==> config.mk <==
export PLATFORM = sky130hd
export DESIGN_NAME = ex_result_stage
export DESIGN_NICKNAME = d
export VERILOG_FILES = /design/src/rtl/ex_result_stage.sv
export SDC_FILE = /design/constraint.sdc
export NUM_CORES = 1
export LEC_CHECK = 0
export ABC_AREA = 1
export CELL_PAD_IN_SITES_DETAIL_PLACEMENT = 1
export CELL_PAD_IN_SITES_GLOBAL_PLACEMENT = 1
export CORE_MARGIN = 1.5
export CORE_UTILIZATION = 34
export DETAILED_ROUTE_END_ITERATION = 12
export PLACE_DENSITY = 0.84
export SETUP_SLACK_MARGIN = 0.5
export SLEW_MARGIN = 15
export SYNTH_ARGS = -nofsm -noshare
export SYNTH_HDL_FRONTEND = slang
export SYNTH_SLANG_ARGS = --single-unit
==> constraint.sdc <==
create_clock -name clk -period 1.5 [get_ports clk]
set_input_delay 0.15 -clock clk [delete_from_list [all_inputs] [get_ports clk]]
set_output_delay 0.15 -clock clk [all_outputs]
set_load 0.03 [all_outputs]
==> src/rtl/ex_result_stage.sv <==
// ex_result_stage: two-entry elastic buffer behind the ALU.
// Holds ALU results with writeback/store metadata, owns the NZCV flag
// register, and offers a combinational forwarding lookup into buffered
// entries. The forwarding lookup is built only when EX_RESULT_FWD_EN is
// defined; otherwise fwd_hit/fwd_data are tied to zero.
module ex_result_stage #(
    parameter int DATA_W = 19,
    parameter int REG_W  = 4
) (
    input  logic              clk,
    input  logic              rst_n,
    input  logic              in_valid,
    output logic              in_ready,
    input  logic [DATA_W-1:0] in_result,
    input  logic [3:0]        in_flags,
    input  logic              in_set_flags,
    input  logic [REG_W-1:0]  in_rd,
    input  logic              in_reg_we,
    input  logic              in_mem_we,
    input  logic [DATA_W-1:0] in_store_data,
    output logic              out_valid,
    input  logic              out_ready,
    output logic [DATA_W-1:0] out_result,
    output logic [REG_W-1:0]  out_rd,
    output logic              out_reg_we,
    output logic              out_mem_we,
    output logic [DATA_W-1:0] out_store_data,
    output logic [3:0]        flags,
    input  logic              flush,
    input  logic [REG_W-1:0]  fwd_rd,
    output logic              fwd_hit,
    output logic [DATA_W-1:0] fwd_data
);

    typedef enum logic [1:0] {
        EMPTY = 2'd0,
        ONE   = 2'd1,
        FULL  = 2'd2
    } state_t;

    state_t state;

    // Slot 0 is always the head (oldest); slot 1 is only valid in FULL.
    logic [DATA_W-1:0] res_q [2];
    logic [REG_W-1:0]  rd_q  [2];
    logic              rwe_q [2];
    logic              mwe_q [2];
    logic [DATA_W-1:0] sd_q  [2];

    logic push;
    logic pop;

    // Handshake decode depends on state only.
    always_comb begin
        in_ready  = (state != FULL);
        out_valid = (state != EMPTY);
        push      = in_valid & in_ready & ~flush;
        pop       = out_valid & out_ready & ~flush;
    end

    // FIFO occupancy FSM and entry storage.
    always_ff @(posedge clk or negedge rst_n) begin
        if (!rst_n) begin
            state <= EMPTY;
            for (int unsigned i = 0; i < 2; i++) begin
                res_q[i] <= '0;
                rd_q[i]  <= '0;
                rwe_q[i] <= 1'b0;
                mwe_q[i] <= 1'b0;
                sd_q[i]  <= '0;
            end
        end else if (flush) begin
            state <= EMPTY;
        end else begin
            case (state)
                EMPTY: begin
                    if (push) begin
                        res_q[0] <= in_result;
                        rd_q[0]  <= in_rd;
                        rwe_q[0] <= in_reg_we;
                        mwe_q[0] <= in_mem_we;
                        sd_q[0]  <= in_store_data;
                        state    <= ONE;
                    end
                end
                ONE: begin
                    if (push && pop) begin
                        // Old head leaves, new entry takes the head slot.
                        res_q[0] <= in_result;
                        rd_q[0]  <= in_rd;
                        rwe_q[0] <= in_reg_we;
                        mwe_q[0] <= in_mem_we;
                        sd_q[0]  <= in_store_data;
                    end else if (push) begin
                        res_q[1] <= in_result;
                        rd_q[1]  <= in_rd;
                        rwe_q[1] <= in_reg_we;
                        mwe_q[1] <= in_mem_we;
                        sd_q[1]  <= in_store_data;
                        state    <= FULL;
                    end else if (pop) begin
                        state <= EMPTY;
                    end
                end
                FULL: begin
                    if (pop) begin
                        res_q[0] <= res_q[1];
                        rd_q[0]  <= rd_q[1];
                        rwe_q[0] <= rwe_q[1];
                        mwe_q[0] <= mwe_q[1];
                        sd_q[0]  <= sd_q[1];
                        state    <= ONE;
                    end
                end
                default: state <= EMPTY;
            endcase
        end
    end

    // Architectural flag register, updated only by accepted flag-setting entries.
    always_ff @(posedge clk or negedge rst_n) begin
        if (!rst_n) begin
            flags <= 4'b0000;
        end else if (push && in_set_flags) begin
            flags <= in_flags;
        end
    end

    // Head fields, forced to zero while empty.
    always_comb begin
        out_result     = out_valid ? res_q[0] : '0;
        out_rd         = out_valid ? rd_q[0]  : '0;
        out_reg_we     = out_valid & rwe_q[0];
        out_mem_we     = out_valid & mwe_q[0];
        out_store_data = out_valid ? sd_q[0]  : '0;
    end

`ifdef EX_RESULT_FWD_EN
    // Forwarding lookup, youngest valid entry first.
    always_comb begin
        fwd_hit  = 1'b0;
        fwd_data = '0;
        if (state == FULL && rwe_q[1] && rd_q[1] == fwd_rd) begin
            fwd_hit  = 1'b1;
            fwd_data = res_q[1];
        end else if (state != EMPTY && rwe_q[0] && rd_q[0] == fwd_rd) begin
            fwd_hit  = 1'b1;
            fwd_data = res_q[0];
        end
    end
`else
    logic unused_fwd_rd;

    // Forwarding not built: outputs tied off.
    always_comb begin
        unused_fwd_rd = ^fwd_rd;
        fwd_hit       = 1'b0;
        fwd_data      = '0;
    end
`endif

endmodule

==> impl_results.md <==
- Outcome: complete, but fails checks
- Violated checks: setup timing
- R2R Path End: res_q[17]$_DFFE_PN0P_
- Num ports: 128
- Area growth syn-to-layout: 77.7%
- Gr busiest metal: met2
- Clk slew on worst S/H paths: around 70 ps
- Worst Setup End Kind: output pin
- FF+latch area: around 2400 um2
- Crit path max-delay cell type: dfrtp_1
- Min Hold Slack: roughly 340 ps
- CTS root buf: clkbuf_16
- Nets: about 840
- Final Non-Filler Cells: 960
- Critical path peak fanout: 8
- Vias in the first global route: between 4000 and 5000
- Syn avg cell area: approximately 7.4 um2
- Initial drt markers: around 250
- Yosys Warn Count: 0
- Post-Route Setup TNS: -19940 ps
- Clock sinks: 94
- Ant diodes: 0
- Fillcell total: ~1400
- Grt total ovfl: 0
- Worst-Skew Late Latency: 350 ps
- Site Rows: 42
- Final worst-path cycle share: 116%
- Mapped cell area: 4630 um2
- Fmax: about 0.58 GHz
- Launch point of the worst hold path: in_flags[0]
- CTS tree: yes
- Critical Path End: out_result[1]
- # port buffers: 103
- Max-cap violation count: 0
- Met1 Track Usage GR: 28.1%
- Share of layout cells above drive strength 1: between 40 and 50%
- First-pass GRT wire length: about 25 mm
- Max incr delay on CP: 420 ps
- DPL Wire Length: around 8.7 mm
- Hold Vio Cnt, Final: 0
- Die H: 120 um
- Gate Count Post-Synth: 625
- H-tree Lvls: 3
- Period minus WS final: approximately 1700 ps
- Post-Place Setup Slack: -197 ps
- Deepest clock path buffer count: 2
- Initial antenna violation count: 0
- Met2 Use GR: a little over two fifths
- Static Leakage: slightly above 0.004 uW
- FF-to-FF path depth: 9
- Largest net degree at the start of global routing: 95
- Worst VDD drop: 0.000531 V
- Worst Tran Pin Value: about 540 ps
- Core area: approximately 13000 um2
- Chip width: approximately 120 um
- Via/cell ratio: around 5
- Crit path kind: flop to output pin
- RSZ-0062 raised after global routing: yes
- Die area: roughly 14000 um2
- Worst Skew: 11.0 ps
- Seq/Total Area, Yosys: 50.9%
- Worst path required time: between 1000 and 1500 ps
- Most frequent cells in the layout: nand2_1, inv_1, dfrtp_1, nand2_2, buf_6
- Post-route ant nets: 0
- Most common cell after layout, fill and taps aside: nand2_1
- GRT met3 Usage: 3.52%
- Final Slew Violations: 0
- Overall routing resource usage: between 20 and 25%
- Drt wl/cell: 20.6 um
- Placed cells: approximately 890
- WL final: ~20 mm
- Reg-to-Reg Start: state[1]$_DFFE_PN0P_
- DRC Markers: 0
- FF-to-FF setup slack: -200 ps
- GPL Wtd Cong: between 0.7 and 0.8
- Clock buffer count from CTS: 9
- Worst EP arrival: between 1500 and 2000 ps
- Drt pass-1 iters: 4
- Routed via count: between 4000 and 5000
- Footprint of the multi-input gates: between 2000 and 3000 um2
- Crit path launch: state[1]$_DFFE_PN0P_
- Yosys cell types: 21
- Slew margin rel.: about 64%
- Setup slack after layout: -235 ps
- Hold WC Path Type: input port to flop
- # setup viols final: 134
- Worst Setup Start Kind: flop
- Power per cell area: about 1300 nW/um2
- CP cell instances: inv_2 > nand2_4 > clkinv_8 > buf_12 > nor2_4 > buf_6
- FF+latch count, synth: 94
- Starting density of the core: approximately a third
- Final core utilization: between 60% and 70%
## synthesized netlist by cell type (all sizes together)
cell type | count | area share (%)
nand2 | 230 | 19
inv | 99 | 8.0
dfrtp | 94 | 51
o21ai | 92 | 10
nor2 | 48 | 3.9
buf | 39 | 5.8
clkbuf | 11 | 0.89
nand3 | 4 | 0.43
nand4 | 3 | 0.54
a21oi | 1 | 0.11
clkinv | 1 | 0.081
conb | 1 | 0.081
nor3 | 1 | 0.35
o31ai | 1 | 0.16
## how the worst min path moves through the flow
stage,cells past startpoint,to,slack (ps)
2_1_floorplan,0,flags[0]$_DFFE_PN0P_,-150
3_3_place_gp,2,flags[2]$_DFFE_PN0P_,240
3_5_place_dp,2,flags[2]$_DFFE_PN0P_,260
4_1_cts,3,flags[0]$_DFFE_PN0P_,360
5_1_grt,3,flags[0]$_DFFE_PN0P_,380
6_report,3,flags[0]$_DFFE_PN0P_,340
## logic make-up after synthesis
family                 share of synthesized area, %
AOI/OAI and AO/OA                              10.2
buffers and inverters                          14.8
DFF                                            50.9
other                                        0.0811
and+or+nand+nor                                24.0
## stage by stage
| stage | area [um2] | total power, uW |
|---|---|---|
| after floorplan | 5110 | 5960 |
| after global routing | 8220 | 11200 |
| after CTS | 7030 | 9620 |
| after detailed placement | 6130 | 7030 |
| final | 8220 | 10700 |
| after global placement | 6130 | 6830 |
## report_power, final
part | total (uW) | switching, uW | internal [uW]
sequential | 3850 | 481 | 3370
clock | 2200 | 994 | 1210
combinational | 4600 | 2690 | 1910
## cell type report
| type | instances | area share, % |
|---|---|---|
| inverter | 100 | 4.96 |
| clock buffer | 14 | 3.21 |
| tap | 176 | 2.68 |
| sequential | 94 | 28.6 |
| multi-input combinational | 400 | 31.8 |
| clock inverter | 1 | 0.0609 |
| timing repair buffer | 175 | 28.7 |
## state kept, by name (all words and copies together) (netlist names)
register and flops:
res_q 38, sd_q 38, rd_q 8, flags 4
mwe_q 2, rwe_q 2, state 2
## metal layers
metal | vias up | routed length [um] | share of wire [%]
li1 | 2148 | - | -
met1 | 2468 | 7960 | 40
met2 | 147 | 10400 | 53
met3 | 55 | 635 | 3.2
met4 | 0 | 742 | 3.8
met5 | - | 0 | 0
## worst max-delay path, delay by kind of cell, from the launching register on
kind          cells  cell delay, ps
buf+inv           4             560
flops             1             420
simple gates      2             240
## what timing repair did
| action | CTS | global route |
|---|---|---|
| gates resized for setup | 89 | 245 |
| gates cloned | 11 | 11 |
| hold buffers | 1 | 0 |
| endpoints found under the hold margin | 94 | 0 |
| endpoints found under the setup margin | 144 | 144 |
| pin swaps | 7 | 33 |
| buffers inserted | 13 | 18 |
Note: power is estimated with default switching activity, not from simulation.
